<file path="src/rtl/distribute_pkg.sv">
// Helpers shared by the distribute switch family: command splitting and lane slicing.
package distribute_pkg;

  localparam int unsigned MAX_LANES     = 32;
  localparam int unsigned MAX_CMD_WIDTH = 64;

  // Forwarded command width once the destination mask is stripped from the head.
  function automatic int unsigned out_cmd_width(input int unsigned in_cmd_w,
                                                input int unsigned num_out);
    return in_cmd_w - num_out;
  endfunction

  // The mask occupies the top num_out bits. The caller narrows the result to its lane count.
  function automatic logic [MAX_LANES-1:0] extract_mask(input logic [MAX_CMD_WIDTH-1:0] cmd,
                                                        input int unsigned in_cmd_w,
                                                        input int unsigned num_out);
    return MAX_LANES'(cmd >> (in_cmd_w - num_out));
  endfunction

  // Position of the least significant bit of lane k on a flattened multi-lane bus.
  function automatic int unsigned lane_lsb(input int unsigned k, input int unsigned width);
    return k * width;
  endfunction

endpackage

</file>
<file path="src/rtl/sat_counter.sv">
// Up-counter that sticks at all-ones instead of wrapping.
module sat_counter #(
  parameter int WIDTH = 16
) (
  input  logic             clk,
  input  logic             rst_n,
  input  logic             inc,
  output logic [WIDTH-1:0] count
);

  // NOTE: sequential state uses non-blocking assignments so every flop samples pre-edge values.
  always_ff @(posedge clk or negedge rst_n) begin
    if (!rst_n) begin
      count <= '0;
    end else if (inc && (count != '1)) begin
      count <= count + 1'b1;
    end
  end

endmodule

</file>
<file path="src/rtl/distribute_1xn_one_hot_pipe.sv">
// Registered 1-to-N multicast switch. A word is held in one output stage until every lane
// its mask targets has taken it. Lane 0 continues the bus, and the other lanes are local ports.
module distribute_1xn_one_hot_pipe
  import distribute_pkg::*;
#(
  parameter int DATA_WIDTH        = 32,
  parameter int NUM_OUT           = 4,
  parameter int IN_COMMAND_WIDTH  = 8,
  parameter int OUT_COMMAND_WIDTH = int'(out_cmd_width(IN_COMMAND_WIDTH, NUM_OUT)),
  parameter int DROP_CNT_WIDTH    = 16
) (
  input  logic                          clk,
  input  logic                          rst_n,
  input  logic                          i_en,
  input  logic                          i_valid,
  output logic                          i_ready,
  input  logic [DATA_WIDTH-1:0]         i_data_bus,
  input  logic [IN_COMMAND_WIDTH-1:0]   i_cmd,
  output logic [NUM_OUT-1:0]            o_valid,
  input  logic [NUM_OUT-1:0]            o_ready,
  output logic [NUM_OUT*DATA_WIDTH-1:0] o_data_bus,
  output logic [OUT_COMMAND_WIDTH-1:0]  o_cmd,
  output logic                          o_drop,
  output logic [DROP_CNT_WIDTH-1:0]     o_drop_cnt
);

  logic [NUM_OUT-1:0]           pending;
  logic [DATA_WIDTH-1:0]        data_q;
  logic [OUT_COMMAND_WIDTH-1:0] cmd_q;
  logic [NUM_OUT-1:0]           mask;
  logic                         accept;
  logic                         busy;

  assign mask = NUM_OUT'(extract_mask(MAX_CMD_WIDTH'(i_cmd), IN_COMMAND_WIDTH, NUM_OUT));
  assign busy = |pending;

  // The stage frees up in the same cycle that its last stalled lane accepts (o_ready -> i_ready).
  assign i_ready = i_en & ~|(pending & ~o_ready);
  assign accept  = i_valid & i_ready;

  // NOTE: the data and command holding registers are reset as well, so the idle outputs read zero.
  always_ff @(posedge clk or negedge rst_n) begin
    if (!rst_n) begin
      pending <= '0;
      data_q  <= '0;
      cmd_q   <= '0;
      o_drop  <= 1'b0;
    end else begin
      o_drop <= accept & ~|mask;
      if (accept && (|mask)) begin
        // A new load overrides any lane clears in the same cycle, which keeps back-to-back throughput.
        pending <= mask;
        data_q  <= i_data_bus;
        cmd_q   <= i_cmd[OUT_COMMAND_WIDTH-1:0];
      end else begin
        pending <= pending & ~o_ready;
      end
    end
  end

  assign o_valid = pending;
  assign o_cmd   = busy ? cmd_q : '0;

  for (genvar k = 0; k < NUM_OUT; k++) begin : g_lane
    assign o_data_bus[lane_lsb(k, DATA_WIDTH) +: DATA_WIDTH] = pending[k] ? data_q : '0;
  end

  sat_counter #(
    .WIDTH (DROP_CNT_WIDTH)
  ) u_drop_cnt (
    .clk   (clk),
    .rst_n (rst_n),
    .inc   (accept & ~|mask),
    .count (o_drop_cnt)
  );

endmodule

</file>
<file path="config.mk">
export PLATFORM = sky130hd
export DESIGN_NAME = distribute_1xn_one_hot_pipe
export DESIGN_NICKNAME = d
export VERILOG_FILES = /design/src/rtl/distribute_pkg.sv /design/src/rtl/sat_counter.sv /design/src/rtl/distribute_1xn_one_hot_pipe.sv
export SDC_FILE = /design/constraint.sdc
export NUM_CORES = 1
export LEC_CHECK = 0
export BUFFER_PORTS_ARGS = -buffer_cell sky130_fd_sc_hd__buf_2
export CAP_MARGIN = 20
export CORE_ASPECT_RATIO = 0.5
export CORE_MARGIN = 2
export CORE_UTILIZATION = 48
export CTS_CLUSTER_SIZE = 20
export DETAILED_ROUTE_END_ITERATION = 6
export PLACE_DENSITY = 0.91
export SLEW_MARGIN = 10
export SYNTH_ARGS = -nofsm -noshare
export SYNTH_HDL_FRONTEND = slang
export SYNTH_HIERARCHICAL = 1
export SYNTH_SLANG_ARGS = --single-unit
</file>
<file path="constraint.sdc">
create_clock -name clk -period 6.4 [get_ports clk]
set_clock_uncertainty 0.2 [all_clocks]
set_input_delay 0.64 -clock clk [delete_from_list [all_inputs] [get_ports clk]]
set_output_delay 0.64 -clock clk [all_outputs]
set_load 0.005 [all_outputs]
</file>
==> results_dict.tcl <==
set metrics [dict create \
    cts_tree "built" \
    seqCellArea_um2 1430 \
    share_of_yosys_cell_area_claimed_by_the_top_area_cell_type 0.412 \
    detailedRoute.firstPassIterationCount 4 \
    synth_nets 364 \
    reg2reg_from "o_valid[3]$_DFF_PN0_" \
    fin_nets 562 \
    ys_dominant_reg_cell "sky130_fd_sc_hd__dfrtp_1" \
    first_global_vias 2790 \
    switching_share 0.278 \
    final.period_utilization 0.473 \
    dpl_worst_slack_ns 3.65 \
    core_area_um2 6830 \
    period_minus_slack_ns 3.03 \
    crit_path_max_fanout 35 \
    arrival_ns 2.19 \
    drt_wl_cell_um 15.4 \
    power_per_cell_area_nw_per_um2 260 \
    netlist_top_cells_area "sky130_fd_sc_hd__dfrtp_1, sky130_fd_sc_hd__and2_1, sky130_fd_sc_hd__mux2_4" \
    final_layout_size_suffix_gt1_frac 0.506 \
    share_seq_of_total_power 0.420 \
    grt_first_pass_wirelength_um 14500 \
    setup_violations 0 \
    buffer_ports.inserted 201 \
    worst-setup-path-type "flip-flop to output port" \
    post-route-worst-setup-slack_ns 3.37 \
    tightest_slew_ns 1.01 \
    route.vias.total 3093 \
    timing.slew.headroom 0.324 \
    cts_resized 0 \
    slew_violations 0 \
    wirelength_um 9410 \
    dr.first_iter.drc_count 208 \
    comb_power_frac 0.236 \
    yosys_reg_bits 57 \
    synth_edf_count 0 \
    chipWidth_um 124 \
    p_clk_frac 0.344 \
    cts_buffers 9 \
    clkSinkCount 57 \
    layout.cells.non_filler 610 \
    die_height_um 64.0 \
    cts_hold_repair.buffers 0 \
    drcViolationCount 0 \
    clock_latency_on_the_worst_skew_pair_ns 0.31 \
    netlist-cell-type-count 42 \
    num_antenna_cells 0 \
    critical_path.startpoint "o_valid[3]$_DFF_PN0_" \
    reg2reg_slack_ns 3.61 \
    synthesis.yosys.warnings 6 \
    multi_input_combinational_cell_area_um2 1950 \
    fillCellCount 530 \
    grt_util_all_layers 0.237 \
    clock_tree.root_cell "sky130_fd_sc_hd__clkbuf_16" \
    netlist.top_cell.by_area "sky130_fd_sc_hd__dfrtp_1" \
    outcome "finished, final reports clean" \
    clock.fmax_mhz 330 \
    grt_setup_unrepaired "no" \
    layout.cells.most_common "sky130_fd_sc_hd__buf_2" \
    antenna_found_initial 0 \
    die_area_um2 7950 \
    worstSetupEndpoint "o_cmd[3]" \
    via_per_inst 5.07 \
    cts_max_path_buffers 2 \
    globalRouteOverflowTotal 0 \
    area_growth_syn_to_layout_pct 38.3 \
    pin_count_of_the_biggest_net_entering_global_routing 58 \
    postCtsSetupBuffers 0 \
    power.switching_mw 0.345 \
    syn_avg_cell_area_um2 11.0 \
    top_library_cells_by_usage_in_the_layout_fill_and_taps_aside "sky130_fd_sc_hd__buf_2, sky130_fd_sc_hd__and2_1, sky130_fd_sc_hd__dfrtp_1" \
    synth-async-reset-ratio 1.00 \
    static-leakage-power_nw 2.78 \
    worst_setup_hold_path_clk_slew_ns 0.05 \
    crit_path_end_kind "output port" \
    worstHoldPathType "primary input to asynchronous set/reset pin" \
    rows 21 \
    synthesis.instances 315 \
    placed_cells_incl_taps 594 \
    design.portCount 202 \
    intPower_mw 0.897 \
    globalplace.congestion 0.873 \
    cap_violations 0 \
    totalNegativeSetupSlack_ns 0 \
    final-hold-violation-count 0 \
    fin_area_um2 4790 \
    timing.rr.end "data_q[18]$_DFFE_PN0P_" \
    synth_area_um2 3460 \
    critical_path_required_ns 5.56 \
    floorplan.initialDensity 0.507 \
    placed_area_um2 4510 \
    cts.htree.levels 3 \
    timing.reg2reg.worst_path_depth 5 \
    detail-route-antenna-nets 0 \
    dpl.hpwl_um 6720 \
    worst_ir_drop_vdd_uv 175 \
    start_kind "flip-flop" \
    synth_seq_area_share 0.412 \
]
## area by class of cell
| class | count | share of cell area |
|---|---|---|
| Clock inverter | 3 | 0.00314 |
| Tap cell | 92 | 0.0241 |
| Timing Repair Buffer | 203 | 0.213 |
| Clock buffer | 13 | 0.0544 |
| Sequential cell | 57 | 0.298 |
| Multi-Input combinational cell | 242 | 0.407 |
## logic make-up after synthesis
family / synth area share
simple gates: 0.346
flops: 0.412
mux: 0.153
compound gates: 0.0423
buf+inv: 0.0249
xor+xnor: 0.0177
fa+ha+maj: 0.00361
## synth_stat cells, types with 4 or more instances
master,n
sky130_fd_sc_hd__xnor2_1,5
sky130_fd_sc_hd__nor2b_1,4
sky130_fd_sc_hd__and2_1,129
sky130_fd_sc_hd__dfrtp_1,57
sky130_fd_sc_hd__mux2_4,30
sky130_fd_sc_hd__nand4_1,8
sky130_fd_sc_hd__mux2_1,7
sky130_fd_sc_hd__and3_1,5
sky130_fd_sc_hd__clkbuf_1,12
sky130_fd_sc_hd__nand2_1,4
sky130_fd_sc_hd__o21a_1,5
sky130_fd_sc_hd__nand3_1,6
## worst min path at each step
| stage | endpoint | slack [ns] | cells after the start |
|---|---|---|---|
| 3_3_place_gp | cmd_q[3]$_DFFE_PN0P_ | 0.27 | 1 |
| 6_report | data_q[19]$_DFFE_PN0P_ | 0.26 | 2 |
| 4_1_cts | data_q[13]$_DFFE_PN0P_ | 0.29 | 2 |
| 5_1_grt | cmd_q[3]$_DFFE_PN0P_ | 0.32 | 1 |
| 2_1_floorplan | cmd_q[0]$_DFFE_PN0P_ | 0.14 | 0 |
| 3_5_place_dp | cmd_q[3]$_DFFE_PN0P_ | 0.28 | 1 |
## power by group through the flow
stage	Clock [mW]	Sequential, mW	Combinational, mW
finish	0.427	0.521	0.294
global route	0.452	0.539	0.322
CTS	0.434	0.521	0.297
detailed placement	0	0.525	0.294
global placement	0	0.521	0.286
floorplan	0	0.481	0.192
## flip-flops by register name, summed over array words and instances (netlist names)
register,cells
u_drop_cnt/count,16
cmd_q,4
o_valid,4
o_drop,1
data_q,32
## worst max-delay path: stages (launching register included)
cell and delay (ns):
sky130_fd_sc_hd__dfrtp_1 0.76, sky130_fd_sc_hd__nor4_1 0.80, sky130_fd_sc_hd__nor2b_1 0.13, sky130_fd_sc_hd__buf_2 0.17
## layer usage
metal / track usage / wire, um / up-vias / part of all wire
li1: - / - / 1467 / -
met1: 0.290 / 3810 / 1500 / 0.40
met2: 0.408 / 4910 / 103 / 0.52
met3: 0.0545 / 495 / 23 / 0.053
met4: 0.0871 / 201 / 0 / 0.021
met5: 0 / 0 / - / 0
## through the flow
step | util | hold WS, ns | power (mW)
2_1_floorplan | - | 0.144 | 0.673
3_3_place_gp | 0.660 | 0.268 | 0.807
3_5_place_dp | 0.660 | 0.285 | 0.819
4_1_cts | 0.701 | 0.291 | 1.25
5_1_grt | 0.701 | 0.315 | 1.31
6_report | 0.701 | 0.263 | 1.24
No activity file was read; power rests on OpenSTA's default activity.
